===== src/rtl/mux_scan_pkg.sv =====
// Shared types and constants for the 16-channel mux select sequencer.
package mux_scan_pkg;
   localparam int NCH       = 16;
   localparam int SEL_W     = 4;
   localparam int CNT_W     = 8;
   localparam int DWELL_MIN = 1;
   localparam int DWELL_MAX = 255;

   typedef enum logic [1:0] {
      ST_IDLE,
      ST_SETTLE,
      ST_DONE
   } state_t;
endpackage


===== src/rtl/mux_scan_next.sv =====
// Combinational finder for the lowest enabled channel strictly above i_sel,
// or at/above channel 0 when i_from_zero is set.
module mux_scan_next
   import mux_scan_pkg::*;
(
   input  logic [NCH-1:0]   i_mask,
   input  logic [SEL_W-1:0] i_sel,
   input  logic             i_from_zero,
   output logic [SEL_W-1:0] o_next_sel,
   output logic             o_has_next
);
   logic [NCH-1:0] w_cand;

   genvar gi;
   generate
      for (gi = 0; gi < NCH; gi++) begin : g_cand
         assign w_cand[gi] = i_mask[gi] & (i_from_zero | (SEL_W'(gi) > i_sel));
      end
   endgenerate

   // Walk downwards so the last hit written is the lowest candidate.
   always_comb begin
      o_next_sel = '0;
      o_has_next = 1'b0;
      for (int i = NCH - 1; i >= 0; i--) begin
         if (w_cand[i]) begin
            o_next_sel = SEL_W'(i);
            o_has_next = 1'b1;
         end
      end
   end
endmodule


===== src/rtl/mux_scan_ctrl.sv =====
// Scan sequencer: walks the mux select over the enabled channels, holds each
// for DWELL cycles and captures the mux output into a parallel result word.
module mux_scan_ctrl
   import mux_scan_pkg::*;
#(
   parameter int DWELL = 1
) (
   input  logic             clk,
   input  logic             rst_n,
   input  logic             i_start,
   input  logic             i_abort,
   input  logic [NCH-1:0]   i_mask,
   input  logic             i_f,
   output logic [SEL_W-1:0] o_sel,
   output logic             o_busy,
   output logic             o_done,
   output logic [NCH-1:0]   o_data
);
   localparam logic [CNT_W-1:0] LP_LAST = CNT_W'(DWELL - 1);

   state_t           r_state;
   logic [SEL_W-1:0] r_sel;
   logic [CNT_W-1:0] r_cnt;
   logic [NCH-1:0]   r_mask_q;
   logic [NCH-1:0]   r_data;

   state_t           w_state_next;
   logic [SEL_W-1:0] w_sel_next;
   logic [CNT_W-1:0] w_cnt_next;
   logic [NCH-1:0]   w_mask_next;
   logic [NCH-1:0]   w_data_next;

   logic [NCH-1:0]   w_find_mask;
   logic             w_from_zero;
   logic [SEL_W-1:0] w_next_sel;
   logic             w_has_next;

   // In IDLE the finder searches the incoming mask from bit 0 to pick the first channel.
   assign w_from_zero = (r_state == ST_IDLE);
   assign w_find_mask = w_from_zero ? i_mask : r_mask_q;

   mux_scan_next u_next (
      .i_mask      (w_find_mask),
      .i_sel       (r_sel),
      .i_from_zero (w_from_zero),
      .o_next_sel  (w_next_sel),
      .o_has_next  (w_has_next)
   );

   always_comb begin
      w_state_next = r_state;
      w_sel_next   = r_sel;
      w_cnt_next   = r_cnt;
      w_mask_next  = r_mask_q;
      w_data_next  = r_data;
      if (i_abort) begin
         w_state_next = ST_IDLE;
         w_sel_next   = '0;
         w_cnt_next   = '0;
      end else begin
         case (r_state)
            ST_IDLE: begin
               if (i_start) begin
                  w_mask_next = i_mask;
                  w_data_next = '0;
                  w_cnt_next  = '0;
                  if (w_has_next) begin
                     w_sel_next   = w_next_sel;
                     w_state_next = ST_SETTLE;
                  end else begin
                     w_state_next = ST_DONE;
                  end
               end
            end
            ST_SETTLE: begin
               if (r_cnt == LP_LAST) begin
                  w_data_next[r_sel] = i_f;
                  w_cnt_next         = '0;
                  if (w_has_next) begin
                     w_sel_next = w_next_sel;
                  end else begin
                     w_state_next = ST_DONE;
                  end
               end else begin
                  w_cnt_next = r_cnt + 1'b1;
               end
            end
            ST_DONE: begin
               w_state_next = ST_IDLE;
               w_sel_next   = '0;
            end
            default: begin
               w_state_next = ST_IDLE;
               w_sel_next   = '0;
               w_cnt_next   = '0;
            end
         endcase
      end
   end

   always_ff @(posedge clk or negedge rst_n) begin
      if (!rst_n) begin
         r_state  <= ST_IDLE;
         r_sel    <= '0;
         r_cnt    <= '0;
         r_mask_q <= '0;
         r_data   <= '0;
      end else begin
         r_state  <= w_state_next;
         r_sel    <= w_sel_next;
         r_cnt    <= w_cnt_next;
         r_mask_q <= w_mask_next;
         r_data   <= w_data_next;
      end
   end

   assign o_sel  = r_sel;
   assign o_busy = (r_state == ST_SETTLE);
   assign o_done = (r_state == ST_DONE);
   assign o_data = r_data;
endmodule


===== config.mk =====
export PLATFORM = sky130hd
export DESIGN_NAME = mux_scan_ctrl
export DESIGN_NICKNAME = d
export VERILOG_FILES = /design/src/rtl/mux_scan_pkg.sv /design/src/rtl/mux_scan_next.sv /design/src/rtl/mux_scan_ctrl.sv
export SDC_FILE = /design/constraint.sdc
export NUM_CORES = 1
export LEC_CHECK = 0
export ABC_AREA = 1
export CAP_MARGIN = 10
export CORE_ASPECT_RATIO = 1.1
export CORE_UTILIZATION = 45
export DETAILED_ROUTE_END_ITERATION = 8
export PLACE_DENSITY = 0.68
export SYNTH_ARGS = -nofsm -noshare
export SYNTH_HDL_FRONTEND = slang
export SYNTH_SLANG_ARGS = --single-unit

===== constraint.sdc =====
create_clock -name clk -period 2.1 [get_ports clk]
set_input_delay 0.42 -clock clk [delete_from_list [all_inputs] [get_ports clk]]
set_output_delay 0.42 -clock clk [all_outputs]
set_load 0.005 [all_outputs]

==> results of run 1 <==
power by group through the flow:
| stage | logic [uW] | registers [uW] | clock network [uW] |
|---|---|---|---|
| 6_report | 535 | 993 | 781 |
| 5_1_grt | 603 | 1010 | 836 |
| 4_1_cts | 495 | 993 | 794 |
| 3_5_place_dp | 492 | 1010 | 0 |
| 3_3_place_gp | 486 | 1010 | 0 |
| 2_1_floorplan | 299 | 999 | 0 |
metrics by stage:
stage          total power (uW)  cells
3_3_place_gp               1500    481
3_5_place_dp               1500    481
5_1_grt                    2450    497
4_1_cts                    2280    489
6_report                   2310    497
2_1_floorplan              1300    349
sequential cells by signal (all words and copies together) (netlist names):
name and count:
o_data 16, o_sel 4, r_cnt 8, r_mask_q 15, r_state 2
final cells by class:
class	count	share of cell area, %
sequential	45	32.1
clock inverter	3	1.84
clock buffer	5	1.95
multi-input combinational	230	35.6
inverter	66	7.47
tap	75	2.66
timing repair buffer	73	18.4
cell usage in the layout (no fill, tap or decap), types with 4 or more instances in the layout:
cell type	Yosys	routed
inv_1	53	51
nor2_2	6	8
o21ai_1	3	4
nand2_2	7	9
o21ai_0	33	32
dfrtp_2	0	6
clkbuf_8	0	5
nor3_1	9	9
nor2_1	42	39
dfrtp_1	45	39
clkdlybuf4s50_1	0	41
buf_4	2	29
inv_4	0	4
nand2_1	64	61
a31oi_1	7	7
a311oi_1	4	4
a21oi_1	15	14
inv_2	10	8
o211ai_1	9	9
nand3_1	7	7
worst min path at each step:
stage	start	end	slack [ns]	cells after the start
after floorplan	rst_n	o_data[0]	0.12	0
after global placement	r_mask_q[9]	r_mask_q[9]	0.46	2
after detailed placement	r_mask_q[14]	r_mask_q[14]	0.47	2
after CTS	rst_n	r_mask_q[6]	0.22	2
after global routing	rst_n	r_mask_q[6]	0.23	2
final	rst_n	r_mask_q[14]	0.19	2
what timing repair did:
| action | CTS | global route |
|---|---|---|
| endpoints found under the setup margin | 0 | 18 |
| setup buffers | 0 | 7 |
| resized for setup | 0 | 28 |
| endpoints found under the hold margin | 0 | 0 |
kinds of logic (layout without fill, tap and decap cells):
| family | after synthesis | count (layout) | synth area share, % |
|---|---|---|---|
| flops | 45 | 45 | 42.9 |
| compound gates | 84 | 84 | 19.9 |
| buf+inv | 74 | 147 | 11.5 |
| fa+ha+maj | 2 | 2 | 0.953 |
| simple gates | 143 | 143 | 24.4 |
| mux | 1 | 1 | 0.381 |
metal layers:
metal  routed length, um  share of wire, %
met2                2910                47
met3                 322               5.2
met1                2890                47
met5                   0                 0
met4                  79               1.3
==> run summary, run 1 <==
Run status: completed
Width of the die: 74.8 um
Row cnt: 28
Setup TNS: 0 ns
CP delay by family, top: buffers and inverters
Die Ht: 82.1 um
Area after DPL: 3260 um2
First-pass GRT wire length: 10700 um
Crit path required time: 1.68 ns
Post-synth EDFFs: 0
Place WS: -0.0981 ns
Fin crit period: 2.00 ns
Residual DRC: 0
Worst-skew pair later-pin latency: 0.30 ns
Tcrit/Tclk final: 95.3%
CP arrival: 1.58 ns
TritonCTS Buffers: 5
R2R depth: 14
Crit path max fanout: 4
RSZ-0062 raised after global routing: true
Net Sw Frac: 28.3%
Area leader, netlist: dfrtp_1
First-pass DRT Iterations: 5
Post-synth top cells: nand2_1, inv_1, dfrtp_1
Crit Path Class: flip-flop to primary output
Initial antenna violation count: 0
Syn Nets: 372
Asr flop ratio synth: 100%
Power share of the sequential group: 43.0%
Clk pwr share: 33.8%
Area of the multi-input gates: 1260 um2
Total gr overflow: 0
Syn_area_per_cell: 7.53 um2
Seq/Total Area, Yosys: 42.9%
Met2 Use GR: 37.9%
Drt wl/cell: 12.5 um
CP endpoint: o_busy
Total GRT Usage: 22.9%
Final hold vios: 0
Synth top area share: 42.9%
Synth cell types: 39
Hold Buf Count CTS: 0
R2r setup slk: 0.15 ns
CTS sink count: 45
Clock tree buffer depth: 2
Worst path depth: 2
Worst-path clk slew: 0.09 ns
Slowest-stage cell, CP: clkdlybuf4s50_1
Pwr dens: 654 nW/um2
Via count of the first global-routing pass: 2386
Ant diodes: 0
Comb pwr share: 23.2%
Detailed Route WL: 6200 um
Post-DR vias/cell: 5.08
DRT antenna net count: 0
Largest net degree at the start of global routing: 46
Register area: 1130 um2
Seq cells post-synth: 45
CTS root buf: clkbuf_8
P_leak: 0.00166 uW
Slew HR: 61.5%
Starting Density: 47.7%
Nets: 444
Area grow syn2layout: 34.5%
CP endpoint kind: primary output
Core ar.: 5500 um2
Setup ws final: 0.0985 ns
Synth Instances: 349
GR met3 Demand/Resource: 4.00%
DR iter-0 viols: 131
Hold Slack: 0.185 ns
I/O pins: 43
Final Cell Area: 3530 um2
Switch Pwr: 654 uW
Max-cap violations: 0
VDD IR max: 462 uV
Cell Int Power: 1660 uW
GR Util met1: 30.6%
Final Util: 64.2%
Busiest layer in global routing: met2
Worst path bufs/invs: 1
Hold Path Class: primary input to asynchronous set/reset pin
Critical path launch point: r_state[1]
Setup Viol. Count Final: 0
H-tree depth: 2
Actual slew at the worst max-slew pin: 0.577 ns
R2r endpoint: o_sel[0]
Fraction of layout cells with a size suffix above 1: 22.3%
GPL Wtd Cong: 0.851
Clock skew: 0.00695 ns
Total number of vias: 2524
Worst path max stage delay: 0.56 ns
Synthesized area: 2630 um2
Top_reg_cell synth: dfrtp_1
Top-count cell post-synth: nand2_1
R2R Path Start: r_state[0]
Fmax: 500 MHz
Port Buffers: 42
Ranking of synthesized cells by area: dfrtp_1, nand2_1, inv_1, o21ai_0, nor2_1
Final Max Tran Viols: 0
Fillers: 508
Synth warnings: 0
DIE AREA: 6150 um2
Cell Chain, Critical Path: nor2_2 > clkdlybuf4s50_1
CTS tree: done
HPWL Detailed: 4500 um
Startpoint class of the critical path: flip-flop
Note: power is estimated with default switching activity, not from simulation.
==> run 2: changes to the inputs <==
Clock period 2.1 ns to 2.4 ns, I/O delays scaled along.
==> run summary, run 2 (synthesis gave the netlist of run 1 again) <==
Run status: completed
Drt wl/cell: 12.5 um
R2R Path Start: o_sel[3]
Cell Chain, Critical Path: inv_2 > nand2_2 > nor2_2 > nor3_1 > mux2i_1 > nand2_1 > inv_2 > nand2_2 > nor3_4 > a21oi_4 > nand2_1 > inv_1 > nand2_1 > nand2_1
Tcrit/Tclk final: 89.4%
Place WS: 0.0339 ns
Area after DPL: 3150 um2
DR iter-0 viols: 178
Initial antenna violation count: 0
Max-cap violations: 0
Fraction of layout cells with a size suffix above 1: 13.3%
TritonCTS Buffers: 5
Fin crit period: 2.15 ns
Worst-path clk slew: 0.08 ns
Setup ws final: 0.254 ns
R2r setup slk: 0.25 ns
Residual DRC: 0
CP endpoint kind: flip-flop
Clock tree buffer depth: 2
Hold Buf Count CTS: 0
HPWL Detailed: 4600 um
Final Max Tran Viols: 0
Total number of vias: 2336
Nets: 421
DRT antenna net count: 0
Slowest-stage cell, CP: dfrtp_1
Crit path top cell by count: nand2_1
Die Ht: 82.1 um
Worst path max stage delay: 0.48 ns
Slew HR: 72.7%
Actual slew at the worst max-slew pin: 0.408 ns
Setup Viol. Count Final: 0
Worst-skew pair later-pin latency: 0.30 ns
Startpoint class of the critical path: flip-flop
H-tree depth: 2
CTS sink count: 45
RSZ-0062 raised after global routing: false
Register area: 1130 um2
GPL Wtd Cong: 0.814
Most common cell after layout, fill and taps aside: nand2_1
R2R depth: 14
DIE AREA: 6150 um2
Hold Path Class: primary input to asynchronous set/reset pin
Row cnt: 28
CTS tree: done
I/O pins: 43
Crit Path Class: flip-flop to flip-flop
Crit path required time: 2.59 ns
Final Cell Area: 3270 um2
Max reg flops: 16
Port Buffers: 42
Hold Slack: 0.0764 ns
Post-DR vias/cell: 4.93
Starting Density: 47.7%
Ant diodes: 0
Setup TNS: 0 ns
Fillers: 513
Via count of the first global-routing pass: 2269
Pwr dens: 576 nW/um2
Clock skew: 0.00525 ns
Final hold vios: 0
VDD IR max: 273 uV
First-pass DRT Iterations: 4
Crit path max fanout: 7
Worst path bufs/invs: 3
Most frequent cells in the layout: nand2_1, inv_1, dfrtp_1
CTS root buf: clkbuf_8
P_leak: 0.00154 uW
Total gr overflow: 0
CP arrival: 2.34 ns
Fmax: 466 MHz
R2r endpoint: o_sel[0]
Largest net degree at the start of global routing: 27
Total GRT Usage: 21.8%
Detailed Route WL: 5920 um
Area grow syn2layout: 24.5%
Core ar.: 5500 um2
Area of the multi-input gates: 1200 um2
CP delay by family, top: simple AND/OR/NAND/NOR gates
First-pass GRT wire length: 10200 um
Width of the die: 74.8 um
## run 2: worst max-delay path by stage
stage / startpoint / depth (start not counted) / endpoint / slack, ns
finish: o_sel[3] / 14 / o_sel[0] / 0.25
detailed placement: i_abort / 11 / o_data[13] / 0.03
global route: o_sel[3] / 14 / o_sel[0] / 0.007
floorplan: o_sel[3] / 14 / o_sel[0] / 0.60
global placement: i_abort / 11 / o_data[12] / 0.11
CTS: o_sel[2] / 15 / o_sel[0] / 0.24
## run 2: power by group
part / leakage [uW] / total [uW] / switching (uW) / internal, uW
Combinational: 0.000881 / 419 / 242 / 177
Sequential: 0.000596 / 871 / 44.5 / 826
Clock: 0.0000585 / 594 / 254 / 340
## run 2: area by class of cell
class	count	share of cell area [%]
tap	75	2.87
inverter	66	7.77
clock buffer	7	2.64
multi-input combinational	230	36.8
clock inverter	1	0.918
timing repair buffer	50	14.5
sequential	45	34.5
## run 2: stage by stage
step | power [uW] | util, % | instances
3_3_place_gp | 1300 | 57.2 | 466
2_1_floorplan | 1140 | - | 349
5_1_grt | 1980 | 59.5 | 474
6_report | 1880 | 59.5 | 474
3_5_place_dp | 1300 | 57.2 | 466
4_1_cts | 1890 | 59.3 | 474
## run 2: repair_timing
item / 4_1_cts / 5_1_grt
gates resized for setup: 0 / 2
endpoints found under the setup margin: 0 / 1
setup buffers: 0 / 0
## run 2: metal layers
metal / up-vias / GRT usage [%] / routed length, um
li1: 1221 / - / -
met1: 1052 / 29.6 / 2830
met2: 54 / 36.6 / 2740
met3: 9 / 2.79 / 270
met4: 0 / 6.04 / 74
met5: - / 0 / 0
==> run 3: changes to the inputs <==
Settings changed: CELL_PAD_IN_SITES_DETAIL_PLACEMENT set to 1, CELL_PAD_IN_SITES_GLOBAL_PLACEMENT set to 1, CORE_UTILIZATION 45 to 42, PLACE_DENSITY 0.68 to 0.84.
==> run summary, run 3 (synthesis gave the netlist of run 1 again) <==
Clock tree buffer depth: 2
Clock skew: 0.00967 ns
Place WS: 0.0530 ns
First-pass DRT Iterations: 4
Most frequent cells in the layout: nand2_1, inv_1, dfrtp_1
Crit Path Class: flip-flop to primary output
DRT antenna net count: 0
Area of the multi-input gates: 1200 um2
Pwr dens: 550 nW/um2
CP arrival: 1.68 ns
R2r endpoint: o_sel[0]
Setup TNS: 0 ns
Port Buffers: 42
Via count of the first global-routing pass: 2620
Setup ws final: 0.239 ns
H-tree depth: 2
RSZ-0062 raised after global routing: false
Core ar.: 5910 um2
Residual DRC: 0
Hold Path Class: primary input to asynchronous set/reset pin
DR iter-0 viols: 182
Comb pwr share: 24.5%
Nets: 423
TritonCTS Buffers: 5
Fin crit period: 2.16 ns
Worst-skew pair later-pin latency: 0.30 ns
Total gr overflow: 0
Post-route insts no fill: 478
Crit path max fanout: 4
Fraction of layout cells with a size suffix above 1: 14.0%
GPL Wtd Cong: 0.798
CP endpoint kind: primary output
CTS tree: done
Startpoint class of the critical path: flip-flop
Drt wl/cell: 15.4 um
I/O pins: 43
Crit path required time: 1.92 ns
R2R Path Start: o_sel[3]
Slew HR: 70.3%
Final hold vios: 0
Width of the die: 77.4 um
VDD IR max: 195 uV
HPWL Detailed: 5670 um
Die Ht: 84.9 um
Detailed Route WL: 7350 um
Worst-path clk slew: 0.09 ns
Post-Place Cells: 470
First-pass GRT wire length: 12600 um
Post-CTS Setup Inserts: 0
Switch Pwr: 587 uW
CTS root buf: clkbuf_8
R2r setup slk: 0.24 ns
Fmax: 463 MHz
DIE AREA: 6570 um2
R2R depth: 15
Run status: completed
Cell Int Power: 1210 uW
Hold Slack: 0.0794 ns
CTS sink count: 45
Post-DR vias/cell: 5.23
Hold Buf Count CTS: 0
Largest net degree at the start of global routing: 30
Starting Density: 44.4%
Setup Viol. Count Final: 0
Power share of the sequential group: 48.7%
Total GRT Usage: 24.5%
P_leak: 0.00153 uW
Max reg flops: 16
Fillers: 752
Max-cap violations: 0
Ant diodes: 0
Initial antenna violation count: 0
Row cnt: 29
Area grow syn2layout: 24.2%
Tcrit/Tclk final: 90.0%
Most common cell after layout, fill and taps aside: nand2_1
Final Max Tran Viols: 0
Register area: 1130 um2
Total number of vias: 2500
Net Sw Frac: 32.7%
Actual slew at the worst max-slew pin: 0.444 ns
Clk pwr share: 26.8%
run 3: cell count changes in the layout (fill, tap and decap cells not counted):
cell,previous run,this run
buf_4,8,10
bufinv_16,1,0
clkbuf_1,1,0
clkbuf_8,6,5
clkinv_2,1,3
clkinvlp_4,0,1
inv_2,10,9
inv_4,0,1
run 3: worst max path at each step:
stage                           from          to  slack, ns  cells past startpoint
final                     r_state[0]      o_busy       0.24                      3
after global routing        o_sel[3]    o_sel[0]      0.006                     15
after CTS                 r_state[0]    o_sel[0]       0.17                     13
after detailed placement     i_abort   o_data[5]       0.05                     12
after global placement       i_abort  o_data[12]       0.16                     11
after floorplan             o_sel[3]    o_sel[0]       0.60                     14
run 3: worst max-delay path, stage by stage, from the launching register on:
cell and delay (ns):
dfrtp_1 0.44, inv_2 0.09, nor2_1 0.28, clkdlybuf4s50_1 0.57
run 3: power by group through the flow:
stage               Clock, uW  Sequential [uW]  Combinational [uW]
floorplan                   0              874                 261
global placement            0              883                 420
detailed placement          0              887                 437
CTS                       492              873                 441
global route              521              883                 490
finish                    481              873                 440
run 3: timing repair:
item,4_1_cts,5_1_grt
resized for setup,0,3
endpoints found under the setup margin,0,3
endpoints found under the hold margin,0,0
run 3: per-stage QoR:
step / utilization, % / cell area [um2] / total power (uW)
after floorplan: - / 2630 / 1140
after global placement: 53.5 / 3170 / 1300
after detailed placement: 53.5 / 3170 / 1320
after CTS: 55.0 / 3250 / 1810
after global routing: 55.1 / 3260 / 1890
final: 55.1 / 3260 / 1790
run 3: final cells by class:
cell class	count	area share [%]
Multi-Input combinational cell	230	36.9
Sequential cell	45	34.6
Timing Repair Buffer	52	15.0
Inverter	66	7.87
Tap cell	77	2.95
Clock buffer	5	2.11
Clock inverter	3	0.537
run 3: routing by layer:
metal | global-route usage, % | wire [um] | up-vias | share of wire (%)
li1 | - | - | 1233 | -
met1 | 31.9 | 3330 | 1216 | 45
met2 | 42.6 | 3690 | 45 | 50
met3 | 3.33 | 262 | 6 | 3.6
met4 | 6.35 | 71 | 0 | 0.97
met5 | 0 | 0 | - | 0
